===== src/rtl/mppt_seq_pkg.sv =====
// Shared constants for the MPPT measurement sequencer: state encoding,
// timer flag codes, enable patterns and default timing values.
package mppt_seq_pkg;

  // All eight codes are named so the decoder can treat 6 and 7 explicitly.
  typedef enum logic [2:0] {
    ST_IDLE   = 3'd0,
    ST_SETTLE = 3'd1,
    ST_SAMP_V = 3'd2,
    ST_SAMP_I = 3'd3,
    ST_CALC   = 3'd4,
    ST_UPDATE = 3'd5,
    ST_BAD6   = 3'd6,
    ST_BAD7   = 3'd7
  } state_t;

  // Timer flag codes produced from the iteration counter.
  localparam logic [1:0] FLAG_NONE   = 2'b00;
  localparam logic [1:0] FLAG_SAMPLE = 2'b01;
  localparam logic [1:0] FLAG_SETTLE = 2'b10;
  localparam logic [1:0] FLAG_WDOG   = 2'b11;

  // One-hot enable patterns: [0] sample V, [1] sample I, [2] power, [3] duty.
  localparam logic [3:0] EN_NONE   = 4'b0000;
  localparam logic [3:0] EN_SAMP_V = 4'b0001;
  localparam logic [3:0] EN_SAMP_I = 4'b0010;
  localparam logic [3:0] EN_CALC   = 4'b0100;
  localparam logic [3:0] EN_UPDATE = 4'b1000;

  // 200 us settle and 1 us sample windows at a 50 MHz clock.
  localparam int SETTLE_CNT_DEF = 9999;
  localparam int SAMPLE_CNT_DEF = 49;

endpackage


===== src/rtl/mppt_sequencer_cnt_iter.sv =====
// Iteration counter: clears on request, otherwise counts up and sticks at
// all-ones so an overrun is visible to the watchdog flag.
module cnt_iter #(
  parameter int CNT_W = 14
) (
  input  logic             clk,
  input  logic             rst,
  input  logic             rst_ci,
  output logic [CNT_W-1:0] c_i
);

  localparam logic [CNT_W-1:0] CNT_MAX = '1;

  logic [CNT_W-1:0] count;

  // Count register: reset/clear to zero, saturating increment otherwise.
  always_ff @(posedge clk) begin
    if (!rst) begin
      count <= '0;
    end else if (rst_ci) begin
      count <= '0;
    end else if (count != CNT_MAX) begin
      count <= count + CNT_W'(1);
    end
  end

  assign c_i = count;

endmodule


===== src/rtl/mppt_sequencer.sv =====
// MPPT measurement sequencer: settle, sample V, sample I, compute power,
// update duty, repeat. Timing comes from one shared iteration counter whose
// terminal values are decoded into a flag and registered before the FSM
// decoder sees them, which adds one cycle to every timed state.
module mppt_sequencer
  import mppt_seq_pkg::*;
#(
  parameter int CNT_W      = 14,
  parameter int SETTLE_CNT = SETTLE_CNT_DEF,
  parameter int SAMPLE_CNT = SAMPLE_CNT_DEF
) (
  input  logic             clk,
  input  logic             rst,
  output logic [3:0]       en,
  output logic [2:0]       state,
  output logic [CNT_W-1:0] c_i,
  output logic [1:0]       flag_o
);

  localparam logic [CNT_W-1:0] CNT_MAX    = '1;
  localparam logic [CNT_W-1:0] SETTLE_VAL = CNT_W'(SETTLE_CNT);
  localparam logic [CNT_W-1:0] SAMPLE_VAL = CNT_W'(SAMPLE_CNT);

  state_t     state_q;
  state_t     nstate;
  logic [1:0] flag_i;
  logic       rst_ci;

  cnt_iter #(
    .CNT_W (CNT_W)
  ) u_cnt (
    .clk    (clk),
    .rst    (rst),
    .rst_ci (rst_ci),
    .c_i    (c_i)
  );

  // Flag decode: mark the counter values that end a window or signal overrun.
  always_comb begin
    flag_i = FLAG_NONE;
    if (c_i == CNT_MAX) begin
      flag_i = FLAG_WDOG;
    end else if (c_i == SETTLE_VAL) begin
      flag_i = FLAG_SETTLE;
    end else if (c_i == SAMPLE_VAL) begin
      flag_i = FLAG_SAMPLE;
    end
  end

  // State and flag register; reset parks the sequencer in IDLE.
  always_ff @(posedge clk) begin
    if (!rst) begin
      state_q <= ST_IDLE;
      flag_o  <= FLAG_NONE;
    end else begin
      state_q <= nstate;
      flag_o  <= flag_i;
    end
  end

  // Next-state decode from (state, registered flag); watchdog overrides all.
  always_comb begin
    nstate = ST_IDLE;
    rst_ci = 1'b1;
    case (state_q)
      ST_IDLE: begin
        nstate = ST_SETTLE;
        rst_ci = 1'b1;
      end
      ST_SETTLE: begin
        if (flag_o == FLAG_SETTLE) begin
          nstate = ST_SAMP_V;
          rst_ci = 1'b1;
        end else begin
          nstate = ST_SETTLE;
          rst_ci = 1'b0;
        end
      end
      ST_SAMP_V: begin
        if (flag_o == FLAG_SAMPLE) begin
          nstate = ST_SAMP_I;
          rst_ci = 1'b1;
        end else begin
          nstate = ST_SAMP_V;
          rst_ci = 1'b0;
        end
      end
      ST_SAMP_I: begin
        if (flag_o == FLAG_SAMPLE) begin
          nstate = ST_CALC;
          rst_ci = 1'b1;
        end else begin
          nstate = ST_SAMP_I;
          rst_ci = 1'b0;
        end
      end
      ST_CALC: begin
        nstate = ST_UPDATE;
        rst_ci = 1'b1;
      end
      ST_UPDATE: begin
        nstate = ST_SETTLE;
        rst_ci = 1'b1;
      end
      default: begin
        nstate = ST_IDLE;
        rst_ci = 1'b1;
      end
    endcase
    if (flag_o == FLAG_WDOG) begin
      nstate = ST_IDLE;
      rst_ci = 1'b1;
    end
  end

  // Enables depend only on the registered state, so they are glitch-free
  // and at most one is ever active.
  always_comb begin
    en = EN_NONE;
    case (state_q)
      ST_SAMP_V: en = EN_SAMP_V;
      ST_SAMP_I: en = EN_SAMP_I;
      ST_CALC:   en = EN_CALC;
      ST_UPDATE: en = EN_UPDATE;
      default:   en = EN_NONE;
    endcase
  end

  assign state = state_q;

endmodule


===== config.mk =====
export PLATFORM = sky130hd
export DESIGN_NAME = mppt_sequencer
export DESIGN_NICKNAME = d
export VERILOG_FILES = /design/src/rtl/mppt_seq_pkg.sv /design/src/rtl/mppt_sequencer_cnt_iter.sv /design/src/rtl/mppt_sequencer.sv
export SDC_FILE = /design/constraint.sdc
export NUM_CORES = 1
export LEC_CHECK = 0
export CORE_MARGIN = 8
export CORE_UTILIZATION = 45
export DETAILED_ROUTE_END_ITERATION = 10
export PLACE_DENSITY = 0.73
export SYNTH_ARGS = -nofsm -noshare
export SYNTH_HDL_FRONTEND = slang
export SYNTH_SLANG_ARGS = --single-unit
export TNS_END_PERCENT = 30

===== constraint.sdc =====
create_clock -name clk -period 2.9 [get_ports clk]
set_input_delay 0.29 -clock clk [delete_from_list [all_inputs] [get_ports clk]]
set_output_delay 0.29 -clock clk [all_outputs]
set_load 0.02 [all_outputs]

==> run summary, run 1 <==
Synth area leaders - dfxtp_1, ha_1, nor2_1
predominant post-synthesis flop cell - dfxtp_1
Warnings, synthesis - 0
clock skew - 0.00127 ns
via count - 1020
Fmax achieved - 427 MHz
via/cell ratio - 5.80
Worst-Skew Late Latency - 0.30 ns
Largest delay share family, worst path - buffers and inverters
sequential area share after synthesis - 35.4%
Final ANT Viol Nets - 0
Seq cells post-synth - 19
# IOs - 25
mapped cell area - 1070 um^2
antenna cells - 0
Power per Cell Area - 323 nW/um^2
CTS Buf Count - 3
Site Rows - 17
Unique masters post-synth - 41
Mapped Cells - 127
WP data arrival - 2.05 ns
Worst Tran Pin Value - 0.598 ns
Setup WS post-layout - 0.556 ns
Critical Path End Type - primary output
Rel. slew slack - 59.1%
initial DRC count - 79
Avg Cell Area, Syn - 8.45 um^2
RD Place Congestion - 0.834
top-count cell post-synth - dfxtp_1
minimum clock period - 2.34 ns
drt first pass iters - 4
asr flop ratio synth - 0%
leading area contributor after synthesis - dfxtp_1
first-pass GRT wire length - 4650 um
initial antenna violation count - 0
core area - 2230 um^2
CP Data Required Time - 2.61 ns
RSZ-0062 raised after global routing - no
DP HPWL - 1910 um
Routed WL per cell - 14.8 um
Die X - 64.8 um
clk buf depth - 2
Die Y - 64.8 um
CTS tree - yes
Area Growth Syn to Fin - 23.2%
number of global-route vias before repair - 1025
Final Max Tran Viols - 0
final setup violation count - 0
critical path's largest stage delay - 0.61 ns
Die Area - 4200 um^2
CP max-delay cell - clkdlybuf4s50_1
Net Count, Synth - 133
final worst-path cycle share - 80.8%
Hold Violations, Final - 0
worst path bufs/invs - 2
cell count along the critical path - 5
worst hold path type - flop to flop
Post-synth EDFFs - 0
post-synth top area share - 35.4%
Post-CTS Repair Setup Buffers - 0
layout cells sized above 1 - 4.73%
Final TNS setup - 0 ns
IO buf count - 24
global route overflow - 0
H-tree depth - 1
pre-CTS setup slack - 0.901 ns
MaxCap Viol Count - 0
critical-path cell list - inv_1 > ha_1 > nand2b_1 > nor2_1 > clkdlybuf4s50_1
R2R cell count - 5
Hold Crit Depth - 2
fill count - 197
Reg clk slew, reported paths - 0.11 ns
All-Layer GR Usage - 13.5%
CP Launch Type - flop
pin count of the biggest net entering global routing - 15
final WL - 2610 um
status - completed
worst vdd ir - 0.000287 V
kind of critical path - flop to primary output
leakage - 0.442 nW
Starting Density - 48.1%
Power, Total - 0.428 mW
most instantiated cells after synthesis - dfxtp_1, nor2_1, nand2_1
clock sink total - 19
Post-CTS Resized - 0
Final Net Count - 155
CP Max Fanout - 8
# DRC - 0
Root Driver - clkbuf_4
hold buffer count at cts - 0
## worst min-delay path: cells and delay by family, from the launching register on
family / cells / cell delay (ns)
AOI/OAI and AO/OA: 1 / 0.06
buffers and inverters: 1 / 0.09
DFF: 1 / 0.37
## where the power goes
group / leakage [nW] / total, mW / internal, mW / switching, mW
combinational: 0.273 / 0.0224 / 0.0108 / 0.0116
sequential: 0.154 / 0.267 / 0.263 / 0.00447
clock: 0.0150 / 0.138 / 0.0536 / 0.0841
total: 0.442 / 0.428 / 0.327 / 0.100
## registers in the layout (all words and copies together) (netlist names)
register	count
flag_o	2
u_cnt.c_i	14
state	3
## logic make-up after synthesis
group / Yosys count / share of synthesized area (%)
xor gates and xnor gates: 2 / 1.63
DFF: 19 / 35.4
adders and majority gates: 4 / 4.66
muxes: 2 / 1.98
AOI/OAI and AO/OA: 30 / 19.3
and+or+nand+nor: 58 / 30.3
buffers and inverters: 12 / 6.64
## stage by stage
step | std cells | util [%] | cell area [um^2] | hold slack (ns)
global route | 176 | 59.2 | 1320 | 0.585
finish | 176 | 59.2 | 1320 | 0.550
CTS | 176 | 59.2 | 1320 | 0.547
detailed placement | 172 | 58.0 | 1300 | 0.528
floorplan | 127 | - | 1070 | 0.418
global placement | 172 | 58.0 | 1300 | 0.515
## layout by cell type, fill, tap and decap left out, types with 2 or more instances in the layout
master and n:
inv_1 5, a21oi_1 7, nand2_1 8, nand2b_1 4
a31oi_1 2, a211oi_1 5, nor4_1 3, and4_1 3
nand4_1 4, dfxtp_1 19, nor2_1 12, nor3_1 4
and3_1 3, o21ai_0 4, ha_1 4, o41ai_1 2
o311ai_0 2, clkdlybuf4s50_1 24, nand3_1 5, or3_1 2
nor2b_1 3, clkbuf_4 3, o31ai_1 2
## worst paths after layout
path                                    start             to  slack, ns
worst min-delay path            u_cnt.c_i[10]  u_cnt.c_i[10]       0.55
worst max-delay path                 state[2]          en[1]       0.56
worst max register to register   u_cnt.c_i[0]   u_cnt.c_i[9]       0.96
worst min register to register  u_cnt.c_i[10]  u_cnt.c_i[10]       0.55
## layer usage
metal	track usage, %	up-vias	routed length [um]
met5	0	-	0
met4	7.08	0	57
met2	20.9	27	1180
met1	16.3	465	1210
met3	4.30	6	170
li1	-	522	-
## area by class of cell
| type | instances | area, um^2 | area share, % |
|---|---|---|---|
| Multi-Input combinational cell | 96 | 622 | 47.0 |
| Sequential cell | 19 | 380 | 28.8 |
| Tap cell | 28 | 35.0 | 2.65 |
| Clock buffer | 4 | 26.3 | 1.99 |
| Inverter | 5 | 18.8 | 1.42 |
| Timing Repair Buffer | 24 | 240 | 18.2 |
Power figures use the tool's default switching activity.
==> run 2: changes to the inputs <==
==> constraint.sdc (replaced) <==
create_clock -name clk -period 2.35 [get_ports clk]
set_input_delay 0.235 -clock clk [delete_from_list [all_inputs] [get_ports clk]]
set_output_delay 0.235 -clock clk [all_outputs]
set_load 0.02 [all_outputs]
==> run summary, run 2 (synthesis results as in run 1) <==
status - completed
core area - 2230 um^2
H-tree depth - 1
Fmax achieved - 454 MHz
Largest register FFs - 14
Finished Cell Area - 1330 um^2
clock sink total - 19
Final ANT Viol Nets - 0
MaxCap Viol Count - 0
via count - 1032
Critical Path End Type - primary output
final WL - 2600 um
hold buffer count at cts - 0
WP data arrival - 1.97 ns
IO buf count - 24
Die X - 64.8 um
Area Growth Syn to Fin - 23.4%
minimum clock period - 2.20 ns
drt first pass iters - 4
via/cell ratio - 5.86
RD Place Congestion - 0.837
Hold WS - 0.513 ns
Die Area - 4200 um^2
Die Y - 64.8 um
Worst Tran Pin Value - 0.555 ns
Worst-Skew Late Latency - 0.30 ns
kind of critical path - flop to primary output
first-pass GRT wire length - 4330 um
CP Data Required Time - 2.12 ns
commonest non-fill, non-tap cell in the layout - clkdlybuf4s50_1
routed length on met3 - 189 um
CP Max Fanout - 8
Routed WL per cell - 14.8 um
Site Rows - 17
leakage - 0.443 nW
RSZ-0062 raised after global routing - no
worst hold path type - flop to flop
final worst-path cycle share - 93.6%
CTS tree - yes
Final Net Count - 155
All-Layer GR Usage - 12.3%
DP HPWL - 1910 um
Post-CTS Repair Setup Buffers - 0
Root Driver - clkbuf_4
Power, Total - 0.528 mW
# IOs - 25
Rel. slew slack - 62.0%
final setup violation count - 0
initial DRC count - 59
layout cells sized above 1 - 6.08%
worst vdd ir - 0.000277 V
most frequent cells in the layout - clkdlybuf4s50_1, dfxtp_1, nor2_1
uppermost layer routed - met4
Power per Cell Area - 399 nW/um^2
Area after DPL - 1300 um^2
Post-CTS Resized - 0
Reg clk slew, reported paths - 0.11 ns
pin count of the biggest net entering global routing - 15
Final TNS setup - 0 ns
met2 wire length - 1190 um
number of global-route vias before repair - 953
Final Max Tran Viols - 0
clock skew - 0.00468 ns
Hold Violations, Final - 0
CP Launch Type - flop
clk buf depth - 2
# DRC - 0
antenna cells - 0
wl on met1 - 1180 um
Starting Density - 48.1%
global route overflow - 0
CTS Buf Count - 3
initial antenna violation count - 0
## run 2: per-stage QoR
step                util (%)  cells  setup slack (ns)
floorplan                  -    127             0.468
global placement        58.0    172             0.440
detailed placement      58.0    172             0.402
CTS                     59.2    176            0.0453
global route            59.3    176            0.0591
finish                  59.3    176             0.149
## run 2: layout make-up
class,count,area (um^2)
sequential,19,383
multi-input combinational,96,622
timing repair buffer,24,240
tap,28,35.0
inverter,5,18.8
clock buffer,4,26.3
fill,217,908
## run 2: routing by layer
layer | vias up | GRT usage, %
met5 | - | 0
li1 | 518 | -
met3 | 5 | 3.44
met4 | 0 | 5.18
met2 | 30 | 19.4
met1 | 479 | 15.4
## run 2: final timing paths
path,startpoint,endpoint,slack [ns],cells after the start
worst max-delay path,state[2],en[3],0.15,5
worst max register to register,u_cnt.c_i[0],u_cnt.c_i[9],0.39,5
worst min register to register,state[2],state[1],0.51,1
worst min-delay path,state[2],state[1],0.51,1
## run 2: critical path: stages (launching register included)
cell	delay, ns
dfxtp_2	0.41
inv_1	0.09
ha_1	0.29
nand2b_1	0.16
nor2_1	0.10
clkdlybuf4s50_1	0.62
## run 2: report_power, final
group | leakage [nW] | total [mW] | switching, mW | internal (mW)
clock | 0.0150 | 0.171 | 0.105 | 0.0662
sequential | 0.155 | 0.330 | 0.00556 | 0.324
combinational | 0.273 | 0.0276 | 0.0143 | 0.0133
==> run 3: changes to the inputs <==
--- a/config.mk
+++ b/config.mk
@@ -9,6 +9,7 @@
 export CORE_UTILIZATION = 45
 export DETAILED_ROUTE_END_ITERATION = 10
 export PLACE_DENSITY = 0.73
+export RECOVER_POWER = 50
 export SYNTH_ARGS = -nofsm -noshare
 export SYNTH_HDL_FRONTEND = slang
 export SYNTH_SLANG_ARGS = --single-unit
==> run summary, run 3 (synthesis results as in run 1) <==
status - completed
Final TNS setup - 0 ns
Die X - 64.8 um
Switching Share - 23.5%
MaxCap Viol Count - 0
Final Net Count - 155
core area - 2230 um^2
R2R cell count - 5
combinational power share - 5.1%
uppermost layer routed - met4
IO buf count - 24
RD Place Congestion - 0.837
Clock power frac - 32.3%
WP data arrival - 1.96 ns
clock sink total - 19
Die Area - 4200 um^2
Starting Density - 48.1%
leakage - 0.502 nW
worst path bufs/invs - 2
Worst-Skew Late Latency - 0.30 ns
Routed WL per cell - 14.8 um
initial antenna violation count - 0
minimum clock period - 2.20 ns
via count - 1052
Area Growth Syn to Fin - 23.2%
met2 wire length - 1190 um
CP Max Fanout - 8
Site Rows - 17
most frequent cells in the layout - dfxtp_1, dlygate4sd3_1, nor2_1
critical-path cell list - inv_1 > ha_1 > nand2b_1 > nor2_1 > clkdlybuf4s50_1
final worst-path cycle share - 93.6%
DP HPWL - 1910 um
CTS Buf Count - 3
via/cell ratio - 5.98
drt first pass iters - 4
Hold Crit Depth - 1
Root Driver - clkbuf_4
kind of critical path - flop to primary output
share of power burned in registers - 62.5%
# IOs - 25
Final Max Tran Viols - 0
wl on met1 - 1190 um
RR Startpoint - u_cnt.c_i[0]
CP Data Required Time - 2.12 ns
CP startpoint - state[2]
layout cells sized above 1 - 5.41%
Worst Tran Pin Value - 0.554 ns
Rel. slew slack - 62.1%
Hold Path Sink - state[1]
Hold Violations, Final - 0
Final ANT Viol Nets - 0
Reg2Reg Capture Point - u_cnt.c_i[1]
global route overflow - 0
flop2flop setup slack - 0.23 ns
RSZ-0062 raised after global routing - no
CP Launch Type - flop
min-delay src - state[2]
pin count of the biggest net entering global routing - 15
All-Layer GR Usage - 12.3%
Int Power - 0.403 mW
final WL - 2610 um
Reg clk slew, reported paths - 0.11 ns
clock skew - 0.00487 ns
Power per Cell Area - 399 nW/um^2
# DRC - 0
Area after DPL - 1300 um^2
Largest register FFs - 14
Setup WS post-layout - 0.151 ns
Critical Path End Type - primary output
number of global-route vias before repair - 953
worst vdd ir - 0.000277 V
final setup violation count - 0
Finished Cell Area - 1320 um^2
worst hold path type - flop to flop
sw power - 0.124 mW
CTS tree - yes
clk buf depth - 2
first-pass GRT wire length - 4330 um
Die Y - 64.8 um
critical path's largest stage delay - 0.62 ns
fill count - 217
Fmax achieved - 455 MHz
antenna cells - 0
cell count along the critical path - 5
pre-CTS setup slack - 0.402 ns
CP max-delay cell - clkdlybuf4s50_1
initial DRC count - 57
H-tree depth - 1
Largest delay share family, worst path - buffers and inverters
routed length on met3 - 190 um
==> run 3: final cells by class <==
cell class                 instances  area (um^2)  share of cell area, %
inverter                           5         18.8                   1.42
sequential                        19          383                   28.9
timing repair buffer              24          240                   18.2
tap                               28         35.0                   2.65
clock buffer                       4         26.3                   1.99
multi-input combinational         96          619                   46.8
==> run 3: layer usage <==
metal  track usage, %  vias to the layer above
met5                0                        -
met4             5.18                        0
met3             3.44                        5
met2             19.4                       38
met1             15.4                      490
li1                 -                      519
==> run 3: stage by stage <==
| stage | std cells | hold WS (ns) | power (mW) | utilization (%) |
|---|---|---|---|---|
| floorplan | 127 | 0.363 | 0.354 | - |
| CTS | 176 | 0.555 | 0.533 | 59.2 |
| global route | 176 | 0.539 | 0.548 | 59.2 |
| detailed placement | 172 | 0.533 | 0.365 | 58.0 |
| finish | 176 | 0.510 | 0.528 | 59.2 |
| global placement | 172 | 0.515 | 0.364 | 58.0 |
==> run 3: power groups by stage <==
| stage | logic [mW] | registers, mW | clock network [mW] |
|---|---|---|---|
| 2_1_floorplan | 0.0165 | 0.338 | 0 |
| 6_report | 0.0270 | 0.330 | 0.171 |
| 5_1_grt | 0.0296 | 0.331 | 0.188 |
| 3_3_place_gp | 0.0273 | 0.337 | 0 |
| 3_5_place_dp | 0.0276 | 0.337 | 0 |
| 4_1_cts | 0.0278 | 0.330 | 0.175 |
==> run 3: what timing repair did <==
action | CTS | global route
hold buffers | 0 | 0
resized for setup | 0 | 2
endpoints found under the setup margin | 0 | 2
setup buffers | 0 | 0
hold endpoints to repair | 0 | 0
==> run 3: worst max path at each step <==
stage	end	slack, ns
final	en[3]	0.15
after global routing	en[3]	0.06
after CTS	en[3]	0.05
after detailed placement	en[3]	0.40
after global placement	en[1]	0.44
after floorplan	u_cnt.c_i[7]	0.47
==> variant 1: new RTL, config.mk and constraints of run 2 <==
`CNT_W` is set to 14 in 2 places; all go to 12.
--- a/src/rtl/mppt_sequencer_cnt_iter.sv
+++ b/src/rtl/mppt_sequencer_cnt_iter.sv
@@ -2,5 +2,5 @@
 // all-ones so an overrun is visible to the watchdog flag.
 module cnt_iter #(
-  parameter int CNT_W = 14
+  parameter int CNT_W = 12
 ) (
   input  logic             clk,
--- a/src/rtl/mppt_sequencer.sv
+++ b/src/rtl/mppt_sequencer.sv
@@ -6,5 +6,5 @@
   import mppt_seq_pkg::*;
 #(
-  parameter int CNT_W      = 14,
+  parameter int CNT_W      = 12,
   parameter int SETTLE_CNT = SETTLE_CNT_DEF,
   parameter int SAMPLE_CNT = SAMPLE_CNT_DEF
Interface: changed (resized c_i); port bits go from 25 to 23. No check against the original RTL was run, so the function may have changed too.
==> variant 1 against run 2 <==
Synthesized area increased by 2.7%. Global-route usage increased by 0.35 points. Die area up 2.0%. Total power decreased by 7.4%. Routed wire length grew 0.85%. Sequential cell count fell by 2. Critical path depth shrank 3. Final area is 1.1% lower. Worst setup slack improved by 280 ps. Core utilization shrank 4.5 points. Largest power group unchanged.
==> variant 1: results (changes against run 2) <==
[route]
drtIter0Drc=24  ; -59%
vias=985  ; -4.6%
vias_per_cell=6.01  ; +2.4%

[global_route]
grt_first_pass_wirelength_um=4400  ; +1.6%
grt_usage_pct=12.7  ; +0.35 points
grt_max_degree=13  ; -2

[cells_and_area]
largest_reg_flops=12  ; -2
n_fill_cell=241  ; +11%
nets=139  ; -10%
drive_gt1_share_pct=10.4  ; +4.4 points

[pwr]
p_int_uw=372  ; -8.0%
vdd_drop_max_uv=302  ; +8.9%
power_leakage_uw=0.000403  ; -9.0%

[critical_path]
path_max_fanout=11  ; +3
r2r_slack_ps=750  ; +360 ps
cp.arrival_ps=1690  ; -280 ps

[min_path]
min_path_type=input pin to register
min_delay_path_depth=2  ; +1

[synthesis]
netlist_top_cells_count=dfxtp_1, o211ai_1, inv_1
ys_seq_area_share_pct=30.9  ; -4.6 points
syn_avg_cell_area_um2=9.59  ; +13%

[placed_design]
io_buffers=22  ; -8.3%
dpl.hpwl_um=1840  ; -3.5%
gp_congestion=0.839  ; +0.27%
placed_area_um2=1280  ; -0.97%

[timing]
clock_skew_ps=5.73  ; +1.05 ps
fin_hold_ws_ps=577  ; +64.5 ps
relSlewSlack_pct=60.9  ; -1.2 points

[outcome]
outcome=completed

## variant 1: changes by cell type after synthesis, moves of 4 or more
cell | before | now
nor2_1 | 12 | 3
nand2_1 | 8 | 3
clkbuf_8 | 0 | 4
nand2b_1 | 4 | 0
mux2i_1 | 1 | 5
o211ai_1 | 0 | 10
a21oi_1 | 7 | 3
## variant 1: metrics by stage
stage                     util [%]  setup slack [ps]
after global placement        53.8               774
after detailed placement      53.8               731
after CTS                     54.9               408
after floorplan                  -               765
after global routing          54.9               315
final                         54.9               425
## variant 1: logic make-up (layout without fill, tap and decap cells)
family / Yosys count / after routing / share of synthesized area [%]
flip-flops: 17 / 17 / 30.9
AO/OA/AOI/OAI: 34 / 34 / 25.0
buffers and inverters: 17 / 36 / 11.3
AND/OR/NAND/NOR: 40 / 40 / 26.0
adder cells (fa/ha/maj): 2 / 2 / 2.27
multiplexers: 5 / 5 / 4.54
## variant 1: layer usage
metal	part of all wire [%]	up-vias	global-route usage, %
li1	-	493	-
met1	45	455	15.2
met2	46	33	21.3
met3	7.0	4	3.06
met4	1.1	0	4.90
met5	0	-	0
## variant 1: worst paths after layout
check | endpoint | start
max | en[0] | state[1]
max reg2reg | u_cnt.c_i[2] | u_cnt.c_i[0]
min | flag_o[1] | rst
min reg2reg | u_cnt.c_i[11] | u_cnt.c_i[11]
## variant 1: layout make-up
class | count | area share [%]
Sequential cell | 17 | 26.0
Timing Repair Buffer | 25 | 18.5
Inverter | 7 | 2.01
Multi-Input combinational cell | 81 | 48.6
Tap cell | 30 | 2.87
Clock buffer | 4 | 2.01
## variant 1: power groups by stage
stage	clock, uW	combinational, uW	sequential (uW)
floorplan	0	21.4	303
global placement	0	30.9	302
detailed placement	0	31.9	302
CTS	163	32.4	296
global route	171	35.1	297
finish	161	32.5	296
## variant 1: worst max-delay path, cell delays in order (launching register included)
cell and delay, ps:
dfxtp_1 540, nor3b_1 230, clkdlybuf4s50_1 630
==> variant 2: new RTL, flow settings as in run 2 <==
Made on the original files. Register the output `c_i`, with the module's reset; this adds one clock of latency there. The other outputs are not delayed to match.
--- a/src/rtl/mppt_sequencer.sv
+++ b/src/rtl/mppt_sequencer.sv
@@ -22,4 +22,6 @@
   localparam logic [CNT_W-1:0] SAMPLE_VAL = CNT_W'(SAMPLE_CNT);
 
+  logic [CNT_W-1:0] c_i_d;
+
   state_t     state_q;
   state_t     nstate;
@@ -33,5 +35,5 @@
     .rst    (rst),
     .rst_ci (rst_ci),
-    .c_i    (c_i)
+    .c_i    (c_i_d)
   );
 
@@ -39,9 +41,9 @@
   always_comb begin
     flag_i = FLAG_NONE;
-    if (c_i == CNT_MAX) begin
+    if (c_i_d == CNT_MAX) begin
       flag_i = FLAG_WDOG;
-    end else if (c_i == SETTLE_VAL) begin
+    end else if (c_i_d == SETTLE_VAL) begin
       flag_i = FLAG_SETTLE;
-    end else if (c_i == SAMPLE_VAL) begin
+    end else if (c_i_d == SAMPLE_VAL) begin
       flag_i = FLAG_SAMPLE;
     end
@@ -129,4 +131,12 @@
   assign state = state_q;
 
+  always_ff @(posedge clk) begin
+    if (!rst) begin
+      c_i <= '0;
+    end else begin
+      c_i <= c_i_d;
+    end
+  end
+
 endmodule
 
Function: changed (Yosys sat finds a counterexample within 4 cycles, from zero or initial values and one cycle with rst low).
==> variant 2 against run 2 <==
Worst hold slack better by 10 ps. Count of clock-buffer cells in the layout up 3. Cell count up 26%. Worst setup slack better by 24 ps. Final area up 36%. Maximum frequency up 1.1%. Sequential cell count up 14. Synthesized cell count up 21%. Routed wire length up 14%. Synthesized area up 37%. Total power up 96%. Critical endpoint is now en[0].
==> variant 2: results (changes against run 2) <==
[global_route]
grt_first_pass_wirelength_um=4960  ; +15%
first_global_vias=1091  ; +14%
grt_usage_pct=11.6  ; -0.70 points

[route]
wirelength_met1_um=1320  ; +11%
met2WireLength_um=1430  ; +20%
drtIter0Drc=75  ; +27%

[clocking]
numClockSinks=33  ; +14
h-tree-depth=2  ; +1
cts_buffers=5  ; +2

[cells_and_area]
layout.nonclk_buf_share_pct=14.0  ; -4.1 points
n_fill_cell=268  ; +24%
clk_share_pct=4.71  ; +2.7 points
sh_seq_area_pct=36.7  ; +7.8 points
multi_input_cells=108  ; +13%
fin_cells=221  ; +26%
clkbuf_count=7  ; +3
multi_input_comb_area_um2=738  ; +19%
drive_gt1_share_pct=8.47  ; +2.4 points
nNonClkBuffers=25  ; +4.2%

[synthesis]
ys_seq_area_share_pct=45.0  ; +9.6 points

[pwr]
vdd_drop_max_uv=367  ; +32%
power_leakage_uw=0.000708  ; +60%

[placed_design]
dpl.hpwl_um=2160  ; +13%
gp_congestion=0.846  ; +1.1%
placed_area_um2=1710  ; +32%
place_inst=213  ; +24%

[outcome]
outcome=completed

[timing]
clock_skew_ps=9.94  ; +5.26 ps

## variant 2: changes by cell type in the layout (fill, tap and decap cells not counted), sizes merged, moves of 3 or more
cell / delta
and2: +14
dfxtp: +14
a211oi: -3
a21boi: +3
a21oi: -3
clkbuf: +3
nand4: +3
nor2: +3
o21ai: -3
## variant 2: repair_timing
item,in CTS,in global routing
resized for setup,1,3
endpoints found under the hold margin,0,0
setup endpoints to repair,2,2
## variant 2: stage by stage
stage	utilization, %	setup WS [ps]	hold slack [ps]	total power, uW
finish	58.7	174	523	1030
global route	58.7	61.7	558	1080
CTS	58.5	32.4	526	1040
detailed placement	55.7	364	511	609
global placement	55.7	457	496	608
floorplan	-	703	362	598
## variant 2: routing by layer
metal	global-route usage (%)	vias up
li1	-	598
met4	5.56	0
met3	4.26	4
met2	19.0	28
met1	13.1	539
met5	0	-
## variant 2: path summary, 6_finish.rpt
check / startpoint / to / slack [ps] / depth (start not counted)
hold / removal: state[2] / state[1] / 520 / 1
setup reg to reg: u_cnt.c_i[0] / u_cnt.c_i[2] / 630 / 5
setup / recovery: state[2] / en[0] / 170 / 4
hold reg to reg: state[2] / state[1] / 520 / 1
## variant 2: kinds of logic (layout without fill, tap and decap cells)
group	Yosys count	after routing	share of synthesized area (%)
simple gates	74	74	30.9
flops	33	33	45.0
compound gates	24	24	12.4
buf+inv	13	36	4.69
xor+xnor	5	5	2.98
fa+ha+maj	4	4	3.41
mux	1	1	0.682
## variant 2: power by group through the flow
stage	clock [uW]	combinational, uW	sequential [uW]
after floorplan	0	16.9	581
after global placement	0	27.1	580
after detailed placement	0	28.1	581
after CTS	447	28.1	568
after global routing	476	30.8	569
final	438	27.7	568
